[config.mk]
export PLATFORM = sky130hd
export DESIGN_NAME = seven_seg_scanner
export DESIGN_NICKNAME = d
export VERILOG_FILES = /design/src/rtl/stopwatch_pkg.sv /design/src/rtl/bcd_to_seg.sv /design/src/rtl/seven_seg_scanner.sv
export SDC_FILE = /design/constraint.sdc
export NUM_CORES = 1
export LEC_CHECK = 0
export ABC_AREA = 1
export CORE_MARGIN = 2
export CORE_UTILIZATION = 30
export DETAILED_ROUTE_END_ITERATION = 12
export PLACE_DENSITY_LB_ADDON = 0.1
export SLEW_MARGIN = 10
export SYNTH_ARGS = -nofsm -noshare
export SYNTH_HDL_FRONTEND = slang
export SYNTH_HIERARCHICAL = 1
export SYNTH_SLANG_ARGS = --single-unit
[constraint.sdc]
create_clock -name clk -period 2.1 [get_ports clk]
set_clock_uncertainty 0.15 [all_clocks]
set_input_delay 0.21 -clock clk [delete_from_list [all_inputs] [get_ports clk]]
set_output_delay 0.21 -clock clk [all_outputs]
set_load 0.05 [all_outputs]
[src/rtl/stopwatch_pkg.sv]
// stopwatch_pkg: shared BCD digit type and active-high seven-segment patterns
package stopwatch_pkg;
  typedef logic [3:0] bcd_digit_t;
  localparam logic [6:0] SEG_0    = 7'h3F;
  localparam logic [6:0] SEG_1    = 7'h06;
  localparam logic [6:0] SEG_2    = 7'h5B;
  localparam logic [6:0] SEG_3    = 7'h4F;
  localparam logic [6:0] SEG_4    = 7'h66;
  localparam logic [6:0] SEG_5    = 7'h6D;
  localparam logic [6:0] SEG_6    = 7'h7D;
  localparam logic [6:0] SEG_7    = 7'h07;
  localparam logic [6:0] SEG_8    = 7'h7F;
  localparam logic [6:0] SEG_9    = 7'h6F;
  localparam logic [6:0] SEG_DASH = 7'h40;
  localparam logic [6:0] SEG_OFF  = 7'h00;
endpackage

[src/rtl/bcd_to_seg.sv]
// bcd_to_seg: BCD nibble to active-high {g..a} pattern, dash plus invalid flag above 9
module bcd_to_seg
  import stopwatch_pkg::*;
(
  input  bcd_digit_t  bcd_i,
  output logic        valid_o,
  output logic [6:0]  seg_o
);
  // pure lookup; blanking and polarity are the scanner's job
  always_comb begin
    valid_o = bcd_i <= 4'd9;
    case (bcd_i)
      4'd0:    seg_o = SEG_0;
      4'd1:    seg_o = SEG_1;
      4'd2:    seg_o = SEG_2;
      4'd3:    seg_o = SEG_3;
      4'd4:    seg_o = SEG_4;
      4'd5:    seg_o = SEG_5;
      4'd6:    seg_o = SEG_6;
      4'd7:    seg_o = SEG_7;
      4'd8:    seg_o = SEG_8;
      4'd9:    seg_o = SEG_9;
      default: seg_o = SEG_DASH;
    endcase
  end
endmodule

[src/rtl/seven_seg_scanner.sv]
// seven_seg_scanner: tear-free multiplexed seven-segment driver for a packed-BCD number bus
module seven_seg_scanner
  import stopwatch_pkg::*;
#(
  parameter int NUM_DIGITS    = 2,
  parameter int SCAN_DIV      = 50000,
  parameter int BLANK_CYCLES  = 2,
  parameter int ACTIVE_LOW    = 1,
  parameter int BLANK_LEADING = 1
) (
  input  logic                    clk,
  input  logic                    n_rst,
  input  logic                    enable,
  input  logic [4*NUM_DIGITS-1:0] number,
  input  logic                    clear_err,
  output logic [6:0]              seg,
  output logic                    dp,
  output logic [NUM_DIGITS-1:0]   digit_sel,
  output logic                    frame_done,
  output logic                    bcd_error
);
  localparam int CW = SCAN_DIV > 1 ? $clog2(SCAN_DIV) : 1;
  localparam int IW = NUM_DIGITS > 1 ? $clog2(NUM_DIGITS) : 1;
  logic [CW-1:0]             cnt_q, cnt_d;
  logic [IW-1:0]             idx_q, idx_d;
  logic [4*NUM_DIGITS-1:0]   shadow_q, shadow_d;
  logic [6:0]                seg_q, seg_d;
  logic [NUM_DIGITS-1:0]     sel_q, sel_d;
  logic                      fd_q, fd_d, err_q, err_d;
  bcd_digit_t                cur;
  logic                      cur_valid, lead_zero, slot_end, last_idx, frame_end, lit;
  logic [6:0]                cur_seg;
  bcd_to_seg u_dec (
    .bcd_i   (cur),
    .valid_o (cur_valid),
    .seg_o   (cur_seg)
  );
  // scan position, frame snapshot and next output image, all from the current registered state
  always_comb begin
    cur       = shadow_q[4*idx_q +: 4];
    lead_zero = BLANK_LEADING != 0 && idx_q != '0 && (shadow_q >> (4*idx_q)) == '0;
    slot_end  = cnt_q == CW'(SCAN_DIV-1);
    last_idx  = idx_q == IW'(NUM_DIGITS-1);
    frame_end = enable && slot_end && last_idx;
    lit       = enable && cnt_q >= CW'(BLANK_CYCLES);
    cnt_d     = !enable ? cnt_q : slot_end ? '0 : cnt_q + 1'b1;
    idx_d     = !(enable && slot_end) ? idx_q : last_idx ? '0 : idx_q + 1'b1;
    shadow_d  = frame_end ? number : shadow_q;
    sel_d     = lit ? NUM_DIGITS'(1) << idx_q : '0;
    seg_d     = lit && !lead_zero ? cur_seg : SEG_OFF;
    fd_d      = frame_end;
    err_d     = (lit && !cur_valid) || (err_q && !clear_err);
  end
  // state and output registers; reset leaves the display dark at scan position 0
  always_ff @(posedge clk or negedge n_rst) begin
    if (!n_rst) begin
      cnt_q    <= '0;
      idx_q    <= '0;
      shadow_q <= '0;
      seg_q    <= SEG_OFF;
      sel_q    <= '0;
      fd_q     <= 1'b0;
      err_q    <= 1'b0;
    end else begin
      cnt_q    <= cnt_d;
      idx_q    <= idx_d;
      shadow_q <= shadow_d;
      seg_q    <= seg_d;
      sel_q    <= sel_d;
      fd_q     <= fd_d;
      err_q    <= err_d;
    end
  end
  assign seg        = ACTIVE_LOW != 0 ? ~seg_q : seg_q;
  assign digit_sel  = ACTIVE_LOW != 0 ? ~sel_q : sel_q;
  assign dp         = ACTIVE_LOW != 0;
  assign frame_done = fd_q;
  assign bcd_error  = err_q;
endmodule

==> impl_results.md <==
- Sw Share: between 30% and 40%
- PD cells: approximately 730 nW/um^2
- Sequential share of the synthesized area: 41.9%
- Critical path capture point type: flop
- Top cells by area, synth: dfrtp_1 42%, nand2_1 16%, inv_1 9.1%
- Largest net degree at the start of global routing: 22
- CP Launch Point: idx_q
- Fin. max-slew vios: 0
- Main synth FF type: dfrtp_1
- Unrepaired setup endpoints after global routing: false
- Antenna diode count: 0
- Layout area overhead: 21.0%
- Final period util: approximately 93%
- GPL Wtd Cong: approximately 0.83
- Vias: roughly 1700
- Clock power share: approximately a quarter
- Yosys warns: 6
- Min Hold Slack: around 0.27 ns
- Netlist cell types: 31
- Area of the core: slightly below 7000 um^2
- Drt total wl: 4410 um
- Avg Synthesized Cell Area: between 7 and 8 um^2
- Cells along the critical path: buf_4 > o21ai_1 > inv_1 > inv_1 > ha_1 > nand2_1 > nand2_1 > nand2_1 > nand2_1 > inv_1 > nor2_2
- Final setup viols: 0
- Status: complete, no violations
- Place WS: 0.180 ns
- Finished Layout Cells: 418
- Setup ws final: between 0.15 and 0.2 ns
- CTS tree: done
- Fill cells: 738
- GRT Total Usage: between 10% and 20%
- Critical R2R Launch: idx_q
- Part of the power in registers: around 47%
- First-pass GRT wire length: approximately 7900 um
- Synth area leader: dfrtp_1
- Met2 usage: between 20% and 30%
- CP most frequent cell: nand2_1
- Mapped Nets: 310
- FF-to-FF End: seg_q[3]
- Number of global-route vias before repair: around 1700
- Cell-internal power: 1190 uW
- Dpl cells: slightly above 400
- Rows: 30
- Worst setup path endpoint: seg_q[3]
- Drt drc: 0
- CP Class: flop to flop
- Max-cap violations: 0
- GRT Max-Usage Layer: met2
- Via density: just over 4
- Initial antenna violation count: 0
- Flop2flop setup slack: around 0.16 ns
- Synthesized area: 2150 um^2
- Yosys top cell area share: 41.9%
- Leakage power: between 0.001 and 0.0015 uW
- GR Layer Usage met1: 17.5%
- Maximum buffer depth of the clock tree: 2
- Most frequent cells in the layout: 91 x nand2_1, 52 x inv_1, 36 x dfrtp_1
- Worst slew pin tran: 0.511 ns
- Die W: about 89 um
- Critical Path RT: approximately 2.1 ns
- Layout Nets: roughly 340
- CTS Buf Count: 5
- GRT overflow: 0
- Worst Hold Class: input port to async pin
- Proportion of power drawn by combinational gates: 26.3%
- Slew margin rel.: between 60% and 70%
- Synth Instances: 289
- Post-DRT Antenna Nets: 0
- WL per Instance: approximately 11 um
- Most common cell after layout, fill and taps aside: nand2_1
- Final Hold Vio Count: 0
- Worst Reg-to-Reg Cells: 11
- Post-synth ARST share: 100%
- CP startpoint kind: flop
- CP arrival: 1.98 ns
- Fraction of layout cells with a size suffix above 1: a little over an eighth
- IO Pins: 24
- Max stage delay cell, worst path: dfrtp_1
- Number of I/O port buffers: 22
- Total Neg Setup Slack: 0 ns
- EDFF count, synth: 0
- Maximum VDD drop: about 260 uV
- Final min period: roughly 2 ns
- M3 GR Usage: roughly 2.9%
- Die Area: approximately 7900 um^2
- Final Core Density: between 30% and 40%
- Skew-Pair Late Insertion Delay: about 0.30 ns
- Die Y: around 90 um
- Clk sinks: 36
- Slowest stage delay, CP: slightly below 0.4 ns
- Hpwl dp: about 3500 um
- Root Driver: clkbuf_8
- Drt pass-1 iters: 5
- H-tree depth: 2
- Max FO, Critical Path: 7
- Initial core utilization: between 30% and 40%
- Flops & latches, synth: 36
- Iter 0 DRT Violations: 74
- P_sw: about 720 uW
- CTS clk-pin slew, worst paths: approximately 0.080 ns
- Fmax: 0.514 GHz
-- timing repair --
item	4_1_cts	5_1_grt
buffers inserted	0	0
endpoints found under the hold margin	19	0
hold buffers	1	0
gates resized for setup	0	0
-- per-stage QoR --
step,total power [uW],area [um^2]
floorplan,1260,2150
finish,1910,2600
CTS,1950,2600
global route,2080,2600
global placement,1420,2500
detailed placement,1420,2500
-- sequential cells by signal, summed over array words and instances, names as in the netlist --
| register | count |
|---|---|
| cnt_q | 16 |
| shadow_q | 8 |
| bcd_error | 1 |
| frame_done | 1 |
| idx_q | 1 |
| seg_q | 7 |
| sel_q | 2 |
-- cell usage after synthesis, types with 3 or more instances --
| library cell | count |
|---|---|
| o21ai_0 | 6 |
| xor2_1 | 3 |
| ha_1 | 9 |
| nand3_1 | 18 |
| dfrtp_1 | 36 |
| nor3_1 | 4 |
| nor2_4 | 3 |
| nor2_1 | 24 |
| o21ai_1 | 3 |
| nand2_2 | 4 |
| inv_1 | 52 |
| nor2_2 | 10 |
| inv_2 | 4 |
| nand3_2 | 3 |
| nand2_1 | 91 |
-- worst min path at each step --
stage,cells past startpoint,end,slack [ns],from
floorplan,0,bcd_error,-0.24,n_rst
global placement,1,cnt_q[14],0.07,n_rst
detailed placement,1,cnt_q[14],0.07,n_rst
CTS,2,cnt_q[9],0.27,n_rst
global route,3,shadow_q[3],0.29,number[3]
finish,2,cnt_q[9],0.27,n_rst
-- power groups by stage --
| stage | Combinational (uW) | Sequential [uW] | Clock (uW) |
|---|---|---|---|
| 6_report | 502 | 904 | 503 |
| 5_1_grt | 591 | 924 | 564 |
| 4_1_cts | 509 | 903 | 534 |
| 3_5_place_dp | 504 | 914 | 0 |
| 3_3_place_gp | 509 | 916 | 0 |
| 2_1_floorplan | 382 | 882 | 0 |
-- metal layers --
metal  wire length, um  part of all wire [%]
met4                82                   1.9
met5                 0                     0
met1              2190                    50
met2              2010                    45
met3               130                   2.9
-- critical path, delay by kind of cell, from the launching register on --
kind | cells | cell delay (ns)
AOI/OAI and AO/OA | 1 | 0.26
and+or+nand+nor | 5 | 0.28
adders and majority gates | 1 | 0.25
DFF | 1 | 0.39
buffers and inverters | 4 | 0.52
-- cells by family (layout without fill, tap and decap cells) --
logic type                 after synthesis  in the layout  share of synthesized area [%]
AOI/OAI and AO/OA                       13             13                           3.26
xor gates and xnor gates                 4              4                           1.63
adders and majority gates                9              9                           5.24
buffers and inverters                   60             93                           11.3
DFF                                     36             36                           41.9
other                                    1              1                          0.174
and+or+nand+nor                        166            166                           36.5
-- layout make-up --
class	count	area (um^2)	share of cell area (%)
clock buffer	5	68.8	2.65
clock inverter	3	23.8	0.914
inverter	57	219	8.42
multi-input combinational	193	1010	38.7
sequential	36	901	34.6
tap	96	120	4.62
timing repair buffer	28	263	10.1
No activity file was read; power rests on OpenSTA's default activity.
